<file path="src/rtl/stream_decipher_ks.sv">
// rtl/stream_decipher_ks.sv - keystream decipher: regenerates the LFSR keystream and XORs it off ciphertext beats
// Optional frame beat counter port frame_cnt enabled by defining STREAM_DEC_CNT_EN.
module stream_decipher_ks #(
    parameter int                DATA_W = 4,
    parameter logic [DATA_W-1:0] TAPS   = 4'b1100
) (
    input  logic              clk,
    input  logic              rst_n,
    input  logic [DATA_W-1:0] key,
    input  logic              key_load,
    input  logic              in_valid,
    output logic              in_ready,
    input  logic              in_sof,
    input  logic [DATA_W-1:0] msg_c,
    output logic              out_valid,
    input  logic              out_ready,
    output logic              out_sof,
    output logic [DATA_W-1:0] msg,
`ifdef STREAM_DEC_CNT_EN
    output logic [15:0]       frame_cnt,
`endif
    output logic              key_zero
);

    typedef enum logic {IDLE, RUN} state_t;

    state_t            state;
    state_t            state_nxt;
    logic [DATA_W-1:0] seed;
    logic [DATA_W-1:0] ks;
    logic [DATA_W-1:0] k_cur;
    logic              accept;

    function automatic logic [DATA_W-1:0] lfsr_nxt(input logic [DATA_W-1:0] s);
        return {s[DATA_W-2:0], ^(s & TAPS)};
    endfunction

    always_ff @(posedge clk or negedge rst_n) begin
        if (!rst_n) begin
            state <= IDLE;
        end else begin
            state <= state_nxt;
        end
    end

    always_comb begin
        state_nxt = state;
        in_ready  = 1'b0;
        case (state)
            IDLE: begin
                if (key_load) begin
                    state_nxt = RUN;
                end
            end
            RUN: begin
                in_ready = !out_valid || out_ready;
            end
            default: state_nxt = IDLE;
        endcase
    end

    assign accept = in_valid && in_ready;
    // A frame start always restarts from the seed held before any same-cycle key_load.
    assign k_cur  = in_sof ? seed : ks;

    always_ff @(posedge clk or negedge rst_n) begin
        if (!rst_n) begin
            seed     <= '0;
            key_zero <= 1'b0;
        end else if (key_load) begin
            if (key == '0) begin
                seed     <= {{(DATA_W-1){1'b0}}, 1'b1};
                key_zero <= 1'b1;
            end else begin
                seed     <= key;
            end
        end
    end

    always_ff @(posedge clk or negedge rst_n) begin
        if (!rst_n) begin
            ks        <= '0;
            msg       <= '0;
            out_sof   <= 1'b0;
            out_valid <= 1'b0;
        end else if (accept) begin
            ks        <= lfsr_nxt(k_cur);
            msg       <= msg_c ^ k_cur;
            out_sof   <= in_sof;
            out_valid <= 1'b1;
        end else if (out_ready) begin
            out_valid <= 1'b0;
        end
    end

`ifdef STREAM_DEC_CNT_EN
    always_ff @(posedge clk or negedge rst_n) begin
        if (!rst_n) begin
            frame_cnt <= '0;
        end else if (accept) begin
            if (in_sof) begin
                frame_cnt <= 16'd1;
            end else if (frame_cnt != 16'hFFFF) begin
                frame_cnt <= frame_cnt + 16'd1;
            end
        end
    end
`endif

endmodule

</file>
<file path="config.mk">
export PLATFORM = sky130hd
export DESIGN_NAME = stream_decipher_ks
export DESIGN_NICKNAME = d
export VERILOG_FILES = /design/src/rtl/stream_decipher_ks.sv
export SDC_FILE = /design/constraint.sdc
export NUM_CORES = 1
export LEC_CHECK = 0
export ABC_AREA = 1
export BUFFER_PORTS_ARGS = -buffer_cell sky130_fd_sc_hd__clkbuf_2
export CORE_UTILIZATION = 44
export DETAILED_ROUTE_END_ITERATION = 10
export GPL_ROUTABILITY_DRIVEN = 0
export PLACE_DENSITY = 0.79
export SYNTH_ARGS = -nofsm -noshare
export SYNTH_HDL_FRONTEND = slang
export SYNTH_SLANG_ARGS = --single-unit
</file>
<file path="constraint.sdc">
create_clock -name clk -period 1.02 [get_ports clk]
set_input_delay 0.153 -clock clk [delete_from_list [all_inputs] [get_ports clk]]
set_output_delay 0.153 -clock clk [all_outputs]
set_load 0.03 [all_outputs]
</file>
# Word-level counts from Yosys, hierarchy flattened

Index checks and enable logic that the tools add are counted.

Bits in registers: 16
Latch bits: 0
Bits in writable memories: 0
Memory bits (read-only): 0
Output and inout port bits: 8
Logic and storage cells: 22
Memories: 0

$add $sub $neg: 0
Multiply operators: 0
Divide/modulo/power cells: 0
Magnitude comparators: 0
Eq/ne operators: 0
Shifts and indexed selects: 0
Muxes and demuxes: 7
Bitwise operators: 1
Reductions and logical operators: 7

Operators by type and width:

| operator          | count |
|---|---|
| $mux 4            | 2 |
| $mux 1            | 5 |
| $logic_not 4->1   | 1 |
| $reduce_xor 4->1  | 1 |
| $xor 4x4->4       | 1 |
| $reduce_and 2->1  | 1 |
| $reduce_bool 2->1 | 1 |
| $logic_and 1x1->1 | 1 |
| $logic_not 1->1   | 1 |
| $logic_or 1x1->1  | 1 |

# Logic depth before layout (Yosys ltp)

Gate-level depths: netlist (run 1).

Depth in word-level cells: 5
Depth in mapped cells: 6
Mapped depth without buffers: 6

# Worst setup path after synthesis (run 1)

Ideal clock, no wire load.

Path type: reg2reg
From: reg out_valid
To: reg msg[2]
Arrival time: 0.968 ns
Data required time: 0.903 ns
Setup slack: -0.066 ns
Cell stages (with the launch flop): 6
Period minus slack after synthesis: 1.086 ns
Cell sequence: dfrtp_1 > nand2_2 > nand3_2 > buf_6 > nand2_1 > nand2_1

Word-level cells in the longest chain between the ends: 4

Ends and longest elaborated chain:

| item                   | line | source |
|---|---|---|
| from (decl)            | 15   | `output logic out_valid,` |
| from (signal assigned) | 85   | `out_valid <= 1'b0;` |
| from (signal assigned) | 90   | `out_valid <= 1'b1;` |
| from (signal assigned) | 92   | `out_valid <= 1'b0;` |
| $logic_not 1->1        | 56   | `in_ready = !out_valid \|\| out_ready;` |
| $logic_or 1x1->1       | 56   |  |
| $mux 1                 | 49   | `case (state)` |
| $logic_and 1x1->1      | 62   | `assign accept = in_valid && in_ready;` |
| to (signal assigned)   | 88   | `msg <= msg_c ^ k_cur;` |
| to (decl)              | 18   | `output logic [DATA_W-1:0] msg,` |

Every way passes these cells.
A chain may end at the register's enable or synchronous reset.

# Final worst setup path (run 1)

From: reg out_valid
To: out in_ready

Word-level cells in the longest chain between the ends: 3

Ends and longest elaborated chain:

| item             | line | source |
|---|---|---|
| $logic_not 1->1  | 56   |  |
| $logic_or 1x1->1 | 56   |  |
| $mux 1           | 49   |  |
| to (decl)        | 12   | `output logic in_ready,` |

Every way passes these cells.

==> results of run 1 <==
[what timing repair did]
action | CTS | global route
hold buffers | 1 | 0
endpoints found under the setup margin | 10 | 17
gates resized for setup | 13 | 20
buffers inserted | 1 | 4
pin swaps | 1 | 1
endpoints found under the hold margin | 16 | 0
[final timing paths]
kind	from	endpoint	slack [ns]	depth (start not counted)
worst max register to register	out_valid	msg[3]	-0.10	6
max in group asynchronous	rst_n	out_valid	0.38	2
worst min-delay path	key[1]	seed[1]	0.08	3
worst max-delay path	out_valid	in_ready	-0.15	4
worst min register to register	ks[0]	ks[0]	0.50	2
min in group asynchronous	rst_n	ks[2]	0.33	2
[cells by family (layout without fill, tap and decap cells)]
group           count (synthesis)  after routing  share of synthesized area, %
compound gates                  8              8                          5.21
buf+inv                        19             49                          10.3
flops                          16             16                          52.1
simple gates                   60             60                          32.4
[metal layers]
metal | track usage [%] | vias up
li1 | - | 370
met1 | 22.1 | 339
met2 | 31.9 | 21
met3 | 3.75 | 7
met4 | 11.3 | 0
met5 | 0 | -
[cell usage in the layout, fill, tap and decap left out]
master          n
nand2_1        46
inv_1          15
dfrtp_1        15
clkbuf_2       13
buf_4           8
nand3_1         6
o21ai_1         4
o21ai_0         3
clkbuf_4        3
buf_6           3
nand2_2         2
inv_2           2
buf_8           2
nand2_4         1
or2_2           1
nand3_4         1
inv_4           1
nor3_1          1
nor2_1          1
nand3_2         1
a21oi_1         1
clkbuf_1        1
dlygate4sd3_1   1
dfrtp_2         1
[flip-flops by register name (all words and copies together), names as in the netlist]
name	count
key_zero	1
out_sof	1
out_valid	1
seed	4
ks	4
msg	4
state	1
[power breakdown]
| group | internal (uW) | switching, uW | total (uW) |
|---|---|---|---|
| Clock | 152 | 212 | 365 |
| Combinational | 215 | 294 | 509 |
| Sequential | 723 | 60.6 | 784 |
[through the flow]
step	cell area, sq um	instances	worst slack, ns	setup TNS (ns)	total power, uW
2_1_floorplan	777	103	0.00765	0	1060
3_3_place_gp	891	139	0.0122	0	1170
3_5_place_dp	891	139	-0.0262	-0.0751	1190
4_1_cts	970	145	-0.163	-0.745	1570
5_1_grt	1030	149	-0.177	-1.62	1740
6_report	1030	149	-0.150	-0.847	1660
[area by class of cell]
cell class / count / area, sq um / share of cell area, %
Clock buffer: 4 / 26.3 / 2.56
Inverter: 18 / 70.1 / 6.83
Sequential cell: 16 / 402 / 39.1
Multi-Input combinational cell: 68 / 309 / 30.1
Timing Repair Buffer: 27 / 199 / 19.4
Tap cell: 16 / 20.0 / 1.95
[worst register-to-register path, cell delays in order (launching register included)]
cell and delay [ns]:
dfrtp_2 0.44, nand2_4 0.07, buf_4 0.12, nand3_4 0.16
inv_4 0.13, nand3_1 0.08, nand2_1 0.08
==> metrics.md, run 1 <==
| Metric | Value |
|---|---|
| Ports | 22 |
| Filler cells | 140 |
| Mapped Area | 768 sq um |
| Worst Tran Pin Value | 0.400 ns |
| Post-synth EDFFs | 0 |
| Uppermost routed layer | met4 |
| Fin Hold WS | 0.0792 ns |
| Top cell type's share of synthesized area | 52.1% |
| # setup viols final | 11 |
| CP Max Fanout | 2 |
| Number of global-route vias before repair | 638 |
| Largest area contributor in the netlist | dfrtp_1 |
| Crit path cell chain | nand2_4 > nand2_2 > inv_2 > buf_8 |
| Post-synthesis sequential area ratio | between 50% and 60% |
| Syn Nets | 117 |
| Largest net degree at the start of global routing | 17 |
| Area growth, synth to finish | 33.5% |
| Met2 WL | 836 microns |
| Die footprint | 1920 sq um |
| Post-DR vias/cell | 4.95 |
| Final Hold Vio Count | 0 |
| Distinct cells, synth | 14 |
| CP Launch Type | flip-flop |
| Avg Inst Size Synth | 7.46 sq um |
| Failing checks | DRC, setup timing |
| DR pass1 iterations | 9 |
| Max Cap Viol | 0 |
| Critical path class | reg -> out |
| Total number of vias | 737 |
| WP data required | 0.87 ns |
| Worst-path clk slew | ~0.090 ns |
| Final Max Tran Viols | 0 |
| Die X | 43.8 microns |
| WL/cell | 11.3 microns |
| Initial antenna violation count | 0 |
| Post-route DRC | 1 |
| Top cells by area, synth | dfrtp_1 52%, nand2_1 23%, inv_1 8.3%, nand3_1 4.6%, o21ai_0 3.9% |
| Diodes inserted | 0 |
| Post-Synthesis Cells | 103 |
| Dpl hpwl | 1150 microns |
| IO buf count | 21 |
| Leak pwr | between 0.0005 and 0.0006 uW |
| PnR worst setup slack | -0.150 ns |
| Global-route wire length before repair | between 2000 and 3000 microns |
| Max incr delay on CP | 0.44 ns |
| Synthesized flop and latch total | 16 |
| Slew headroom | 73.3% |
| Initial Utilization | 48.7% |
| Crit-path leading delay family | flip-flops |
| P per Cell Area | 1620 nW/um^2 |
| Warnings from Yosys | 0 |
| Chip Height | 43.8 microns |
| DR iter-0 viols | 14 |
| Root Buffer | clkbuf_4 |
| Layout cells sized above 1 | approximately 29% |
| CTS tree | yes |
| Crit path time final | 1.17 ns |
| Critical path arrival | 1.02 ns |
| Main flop type after synthesis | dfrtp_1 |
| Htree depth | 1 |
| Clock tree skew after final layout | just over 0.0009 ns |
| Fmax | ~0.85 GHz |
| CP endpoint kind | output port |
| Total Wirelength | about 1700 microns |
| Outcome | complete, but fails checks |
| RSZ-0062 raised after global routing | true |
| CTS Buf Count | 3 |
| Clock Sinks | 16 |
| Worst-Skew Late Latency | 0.29 ns |
| Num rows | 14 |
| Final nets | 148 |
| Gr usage total | 19.0% |
| Peak supply drop | slightly below 0.9 mV |
| WL met1 | 746 microns |
| Detail Route met3 WL | 62 microns |
| Core box area | 1580 sq um |
| GRT Residual Overflow | 0 |
| Most frequent cells after synthesis | 47 x nand2_1, 17 x inv_1, 16 x dfrtp_1, 7 x nand3_1, 6 x o21ai_0 |
| FFs w/ async S/R, synth | 100% |
| Fin util | about two thirds |
| CTS max path bufs | 2 |
| Slowest CP cell | dfrtp_2 |
| Hold/Removal Path Class | in -> reg |
| Cell with the most instances after synthesis | nand2_1 |
| Final worst-path cycle share | 115% |
| Post-DRT Antenna Nets | 0 |
| CP Buf/Inv Count | 2 |
Note: power is estimated with default switching activity, not from simulation.
==> run 2, diff against run 1 <==
==> constraint.sdc (replaced) <==
create_clock -name clk -period 1.02 [get_ports clk]
set_input_delay 0.204 -clock clk [delete_from_list [all_inputs] [get_ports clk]]
set_output_delay 0.204 -clock clk [all_outputs]
set_load 0.03 [all_outputs]
==> metrics.md, run 2 (synthesis gave the netlist of run 1 again) <==
| Metric | Value |
|---|---|
| Outcome | complete, but fails checks |
| Failing checks | DRC, setup timing |
| Peak supply drop | 0.761 mV (-13%) |
| WP data required | 0.82 ns (-0.05 ns) |
| Critical path class | reg -> out |
| Post-DR vias/cell | 4.86 (-1.7%) |
| Slowest CP cell | dfrtp_2 |
| Total Wirelength | 1670 microns (-1.1%) |
| Slew headroom | 72.6% (-0.76 points) |
| DR iter-0 viols | 17 (+3) |
| Crit path cell chain | nand2_4 > nand2_2 > inv_2 > buf_8 |
| Diodes inserted | 0 (unchanged) |
| # setup viols final | 17 (+6) |
| Area growth, synth to finish | 42.8% |
| Clock tree skew after final layout | 0.000613 ns (-0.000317 ns) |
| Crit. Startpoint | out_valid |
| Pre-CTS WS | -0.0143 ns (+0.0119 ns) |
| Chip Height | 43.8 microns (unchanged) |
| Top flop regs | ks: 4 flops, msg: 4 flops, seed: 4 flops |
| Dpl hpwl | 1170 microns (+1.9%) |
| Global-route wire length before repair | 2820 microns (+9.4%) |
| Most common cell after layout, fill and taps aside | nand2_1 |
| DR pass1 iterations | 7 (-2) |
| Fmax | 0.825 GHz (-3.5%) |
| Total number of vias | 749 (+1.6%) |
| Crit path time final | 1.21 ns (+0.0422 ns) |
| Final nets | 153 (+3.4%) |
| CP Max Fanout | 2 (unchanged) |
| Number of global-route vias before repair | 685 (+7.4%) |
| Worst-Skew Late Latency | 0.28 ns (about the same) |
| Post-Layout Inst Area | 1100 sq um (+7.0%) |
| CTS Buf Count | 3 (unchanged) |
| RSZ-0062 raised after global routing | true |
| Root Buffer | clkbuf_4 |
| Final Max Tran Viols | 0 (unchanged) |
| GRT Residual Overflow | 0 (unchanged) |
| Core box area | 1580 sq um (unchanged) |
| Clock Sinks | 16 (unchanged) |
| CTS tree | yes |
| Leak pwr | 0.000631 uW (+6.0%) |
| Max Cap Viol | 0 (unchanged) |
| CP Launch Type | flip-flop |
| CTS max path bufs | 2 (unchanged) |
| Die X | 43.8 microns (unchanged) |
| Final worst-path cycle share | 119% (+4.1 points) |
| Max incr delay on CP | 0.44 ns (about the same) |
| Ports | 22 (unchanged) |
| Worst-path clk slew | 0.09 ns (about the same) |
| Die footprint | 1920 sq um (unchanged) |
| Crit-path leading delay family | flip-flops |
| Num rows | 14 (unchanged) |
| Critical path arrival | 1.01 ns (about the same) |
| Commonest non-fill, non-tap cells in the layout | 46 x nand2_1, 15 x inv_1, 15 x dfrtp_1 |
| Initial antenna violation count | 0 (unchanged) |
| Largest net degree at the start of global routing | 17 (unchanged) |
| Hold/Removal Path Class | in -> reg |
| HP Start | key[1] |
| IO buf count | 21 (unchanged) |
| Layout cells sized above 1 | 31.2% (+1.8 points) |
| Htree depth | 1 (unchanged) |
| CP Buf/Inv Count | 2 (unchanged) |
| Post-route DRC | 2 (+1) |
| Post-DRT Antenna Nets | 0 (unchanged) |
| Worst Tran Pin Value | 0.411 ns (+0.0114 ns) |
| FF-to-FF Start | out_valid |
| P per Cell Area | 1550 nW/um^2 (-3.8%) |
| WL/cell | 10.8 microns (-4.3%) |
| PnR worst setup slack | -0.192 ns (-0.0422 ns) |
| CP endpoint kind | output port |
| Final Hold Vio Count | 0 (unchanged) |
| Gr usage total | 20.5% (+1.5 points) |
| Initial Utilization | 48.7% (unchanged) |
| Placed standard-cell area | 913 sq um (+2.5%) |
run 2: changes by cell type in the layout (fill, tap and decap cells not counted), sizes merged:
cell	delta
buf	+5
run 2: metrics by stage:
stage | util [%] | instances | setup TNS [ns] | power (uW) | hold slack [ns]
3_5_place_dp | 57.9 | 142 | -0.0143 | 1200 | 0.158
3_3_place_gp | 57.9 | 142 | 0 | 1190 | 0.150
6_report | 69.6 | 154 | -1.02 | 1710 | 0.149
2_1_floorplan | - | 103 | 0 | 1060 | -0.0916
5_1_grt | 69.6 | 154 | -1.89 | 1810 | 0.165
4_1_cts | 67.1 | 151 | -0.996 | 1660 | 0.142
run 2: area by class of cell:
type | instances | area (sq um)
Tap cell | 16 | 20.0
Timing Repair Buffer | 32 | 278
Inverter | 18 | 67.6
Clock buffer | 4 | 26.3
Sequential cell | 16 | 402
Multi-Input combinational cell | 68 | 304
Fill cell | 139 | 479
run 2: worst paths after layout:
check                            endpoint  slack (ns)  cells after the start
worst max-delay path             in_ready       -0.19                      4
worst min-delay path              seed[1]        0.15                      3
worst max register to register      ks[2]       -0.08                      6
worst min register to register      ks[0]        0.49                      2
max in group asynchronous       out_valid        0.34                      2
min in group asynchronous           state        0.37                      2
run 2: worst min-delay path, delay by kind of cell:
| family | cells | cell delay [ns] |
|---|---|---|
| buffers and inverters | 1 | 0.09 |
| AO/OA/AOI/OAI | 1 | 0.06 |
| AND/OR/NAND/NOR | 1 | 0.04 |
run 2: what timing repair did:
| action | 4_1_cts | 5_1_grt |
|---|---|---|
| hold endpoints to repair | 16 | 0 |
| gates resized for setup | 21 | 12 |
| setup buffers | 4 | 3 |
| pin swaps | 1 | 1 |
| setup endpoints to repair | 9 | 18 |
| hold buffers | 1 | 0 |
run 2: routing by layer:
layer | track usage [%] | up-vias | share of wire (%)
met1 | 26.1 | 346 | 47
met2 | 33.7 | 21 | 48
li1 | - | 378 | -
met3 | 2.50 | 4 | 3.9
met5 | 0 | - | 0
met4 | 11.3 | 0 | 1.7
run 2: power by group:
| part | switching, uW | leakage, uW | total, uW | internal [uW] |
|---|---|---|---|---|
| clock network | 200 | 0.0000150 | 352 | 152 |
| registers | 67.7 | 0.000183 | 791 | 723 |
| logic | 294 | 0.000432 | 564 | 269 |
| total | 562 | 0.000631 | 1710 | 1140 |
==> run 3, diff against run 2 <==
Settings changed: ABC_AREA 1 to not set, PLACE_DENSITY 0.79 to 0.8.
==> metrics.md, run 3 <==
| Metric | Value |
|---|---|
| Outcome | complete, but fails checks |
| Failing checks | setup timing |
| Placed standard-cell area | 896 sq um (-1.9%) |
| Post-Layout Inst Area | 1140 sq um (+4.3%) |
| Multi-input gate area | 404 sq um (+33%) |
| Commonest non-fill, non-tap cells in the layout | 15 x dfrtp_1, 13 x clkbuf_2, 11 x buf_4 |
| Die footprint | 1840 sq um (-4.0%) |
| CTS max path bufs | 2 (unchanged) |
| Slew headroom | 72.8% (+0.23 points) |
| Final Hold Vio Count | 0 (unchanged) |
| Synthesized flop and latch total | 16 (unchanged) |
| Post-synthesis sequential area ratio | 54.4% (+2.3 points) |
| Final Max Tran Viols | 0 (unchanged) |
| Avg Inst Size Synth | 13.1 sq um (+76%) |
| Pre-CTS WS | -0.122 ns (-0.108 ns) |
| Chip Height | 42.9 microns (-2.0%) |
| Post-Synthesis Cells | 56 (-46%) |
| WL/cell | 14.3 microns (+33%) |
| Initial Utilization | 47.7% (-1.0 points) |
| Root Buffer | clkbuf_4 |
| RSZ-0062 raised after global routing | true |
| Crit path time final | 1.26 ns (+0.0457 ns) |
| Crit-path leading delay family | flip-flops |
| Diodes inserted | 0 (unchanged) |
| Ports | 22 (unchanged) |
| CP endpoint kind | output port |
| Largest net degree at the start of global routing | 17 (unchanged) |
| Post-synth EDFFs | 0 (unchanged) |
| Fmax | 0.795 GHz (-3.6%) |
| Gr usage total | 19.9% (-0.56 points) |
| FFs w/ async S/R, synth | 100% (unchanged) |
| Area growth, synth to finish | 55.6% |
| Worst-path clk slew | 0.10 ns (about the same) |
| Warnings from Yosys | 0 (unchanged) |
| DR iter-0 viols | 7 (-10) |
| Setup TNS | -1.63 ns (-0.612 ns) |
| Number of global-route vias before repair | 550 (-20%) |
| CP Buf/Inv Count | 1 (-1) |
| Clock tree skew after final layout | 0.0167 ns (+0.0161 ns) |
| Peak supply drop | 1.37 mV (+80%) |
| Main flop type after synthesis | dfrtp_1 |
| WP data required | 0.82 ns (about the same) |
| Global-route wire length before repair | 2570 microns (-8.8%) |
| Top flop regs | ks: 4 flops, msg: 4 flops, seed: 4 flops |
| Seq. cell area | 402 sq um (unchanged) |
| Clock Sinks | 16 (unchanged) |
| Dpl hpwl | 987 microns (-16%) |
| Filler cells | 96 (-31%) |
| Leak pwr | 0.000511 uW (-19%) |
| Worst R2R Path Depth | 4 (-2) |
| CTS Buf Count | 3 (unchanged) |
| Post-Layout Cell Count | 107 (-31%) |
| Final worst-path cycle share | 123% (+4.5 points) |
| Hold depth | 2 (-1) |
| Max incr delay on CP | 0.43 ns (about the same) |
| CP Launch Type | flip-flop |
| Top cells by area, synth | dfrtp_1 54%, mux2_2 14%, xnor2_1 7.1%, mux2i_2 5.6%, a31oi_1 5.1% |
| Cell with the most instances after synthesis | dfrtp_1 |
| Fin util | 74.3% (+4.7 points) |
| Mapped Area | 736 sq um (-4.2%) |
| Worst Tran Pin Value | 0.408 ns (-0.00344 ns) |
| Critical path class | reg -> out |
| DR pass1 iterations | 4 (-3) |
| Die X | 42.9 microns (-2.0%) |
| Most common cell after layout, fill and taps aside | dfrtp_1 |
| Post-DRT Antenna Nets | 0 (unchanged) |
| Syn Nets | 70 (-40%) |
| PnR worst setup slack | -0.238 ns (-0.0457 ns) |
| Largest area contributor in the netlist | dfrtp_1 |
| Distinct cells, synth | 19 (+5) |
| Slowest CP cell | dfrtp_2 |
| Hold/Removal Path Class | in -> reg |
| Post-DR vias/cell | 5.21 (+7.2%) |
| Htree depth | 1 (unchanged) |
| # setup viols final | 17 (unchanged) |
| Top cell type's share of synthesized area | 54.4% (+2.3 points) |
| IO buf count | 21 (unchanged) |
| Crit path cell chain | nand2b_4 > and2_4 > buf_8 |
| Max Cap Viol | 0 (unchanged) |
| Placed Instances | 95 (-33%) |
| Layout cells sized above 1 | 63.7% (+33 points) |
| GRT Residual Overflow | 0 (unchanged) |
| Final nets | 106 (-31%) |
| Total number of vias | 558 (-26%) |
| CP Max Fanout | 2 (unchanged) |
| Crit. path cell count | 3 (-1) |
| P per Cell Area | 1940 nW/um^2 (+25%) |
| Post-route DRC | 0 (-2) |
| Worst-Skew Late Latency | 0.29 ns (about the same) |
| Critical path arrival | 1.05 ns (+0.04 ns) |
| Core box area | 1540 sq um (-2.2%) |
| CTS tree | yes |
| Total Wirelength | 1540 microns (-7.8%) |
| Initial antenna violation count | 0 (unchanged) |
| Most frequent cells after synthesis | 16 x dfrtp_1, 9 x mux2_2, 6 x a31oi_1, 6 x xnor2_1, 3 x mux2i_2 |
| Num rows | 14 (unchanged) |
-- run 3: cell count changes after synthesis, moves of 2 or more --
cell	previous run	this run
nand2_2	2	0
mux2i_2	0	3
mux2i_1	0	2
nand2_1	47	1
o21ai_0	6	0
xnor2_1	0	6
nand3_1	7	0
mux2_2	0	9
inv_1	17	1
a31oi_1	0	6
-- run 3: logic make-up after synthesis --
group / synth area share (%)
XOR/XNOR: 7.14
multiplexers: 22.1
AND/OR/NAND/NOR: 6.12
AO/OA/AOI/OAI: 6.97
buffers and inverters: 3.23
flip-flops: 54.4
-- run 3: final timing paths --
path / from / to / slack [ns]
max in group asynchronous: rst_n / out_valid / 0.35
min: key[2] / seed[2] / 0.18
min reg2reg: seed[1] / seed[1] / 0.54
max: out_valid / in_ready / -0.24
max reg2reg: out_valid / ks[0] / -0.19
min in group asynchronous: rst_n / ks[1] / 0.36
-- run 3: routing by layer --
| metal | part of all wire (%) | vias up | global-route usage (%) | wire (microns) |
|---|---|---|---|---|
| met1 | 44 | 267 | 23.9 | 672 |
| li1 | - | 274 | - | - |
| met5 | 0 | - | 0 | 0 |
| met4 | 0.85 | 0 | 7.50 | 13 |
| met3 | 3.5 | 2 | 6.81 | 53 |
| met2 | 52 | 15 | 32.7 | 796 |
-- run 3: report_power, final --
part | switching [uW] | internal (uW) | total [uW]
Combinational | 395 | 564 | 959
Sequential | 143 | 775 | 918
Clock | 195 | 152 | 347
Total | 734 | 1490 | 2220
-- run 3: layout make-up --
| class | count | area share [%] |
|---|---|---|
| Timing Repair Buffer | 34 | 25.2 |
| Multi-Input combinational cell | 36 | 35.3 |
| Sequential cell | 16 | 35.1 |
| Clock buffer | 4 | 2.30 |
| Inverter | 1 | 0.328 |
| Tap cell | 16 | 1.75 |
-- run 3: what timing repair did --
| action | in CTS | in global routing |
|---|---|---|
| setup endpoints to repair | 17 | 19 |
| buffers inserted | 6 | 4 |
| hold endpoints to repair | 16 | 0 |
| hold buffers | 1 | 0 |
| gates resized for setup | 26 | 12 |
| pin swaps | 4 | 1 |
-- run 3: per-stage QoR --
step | power (uW) | hold WS (ns)
final | 2220 | 0.176
after CTS | 2120 | 0.166
after global placement | 1470 | 0.140
after detailed placement | 1500 | 0.147
after floorplan | 1310 | -0.0916
after global routing | 2340 | 0.161
-- run 3: worst reg2reg max path: cells and delay by family (launching register included) --
kind / cells / cell delay [ns]
buffers and inverters: 1 / 0.13
AND/OR/NAND/NOR: 2 / 0.20
multiplexers: 1 / 0.32
flip-flops: 1 / 0.43
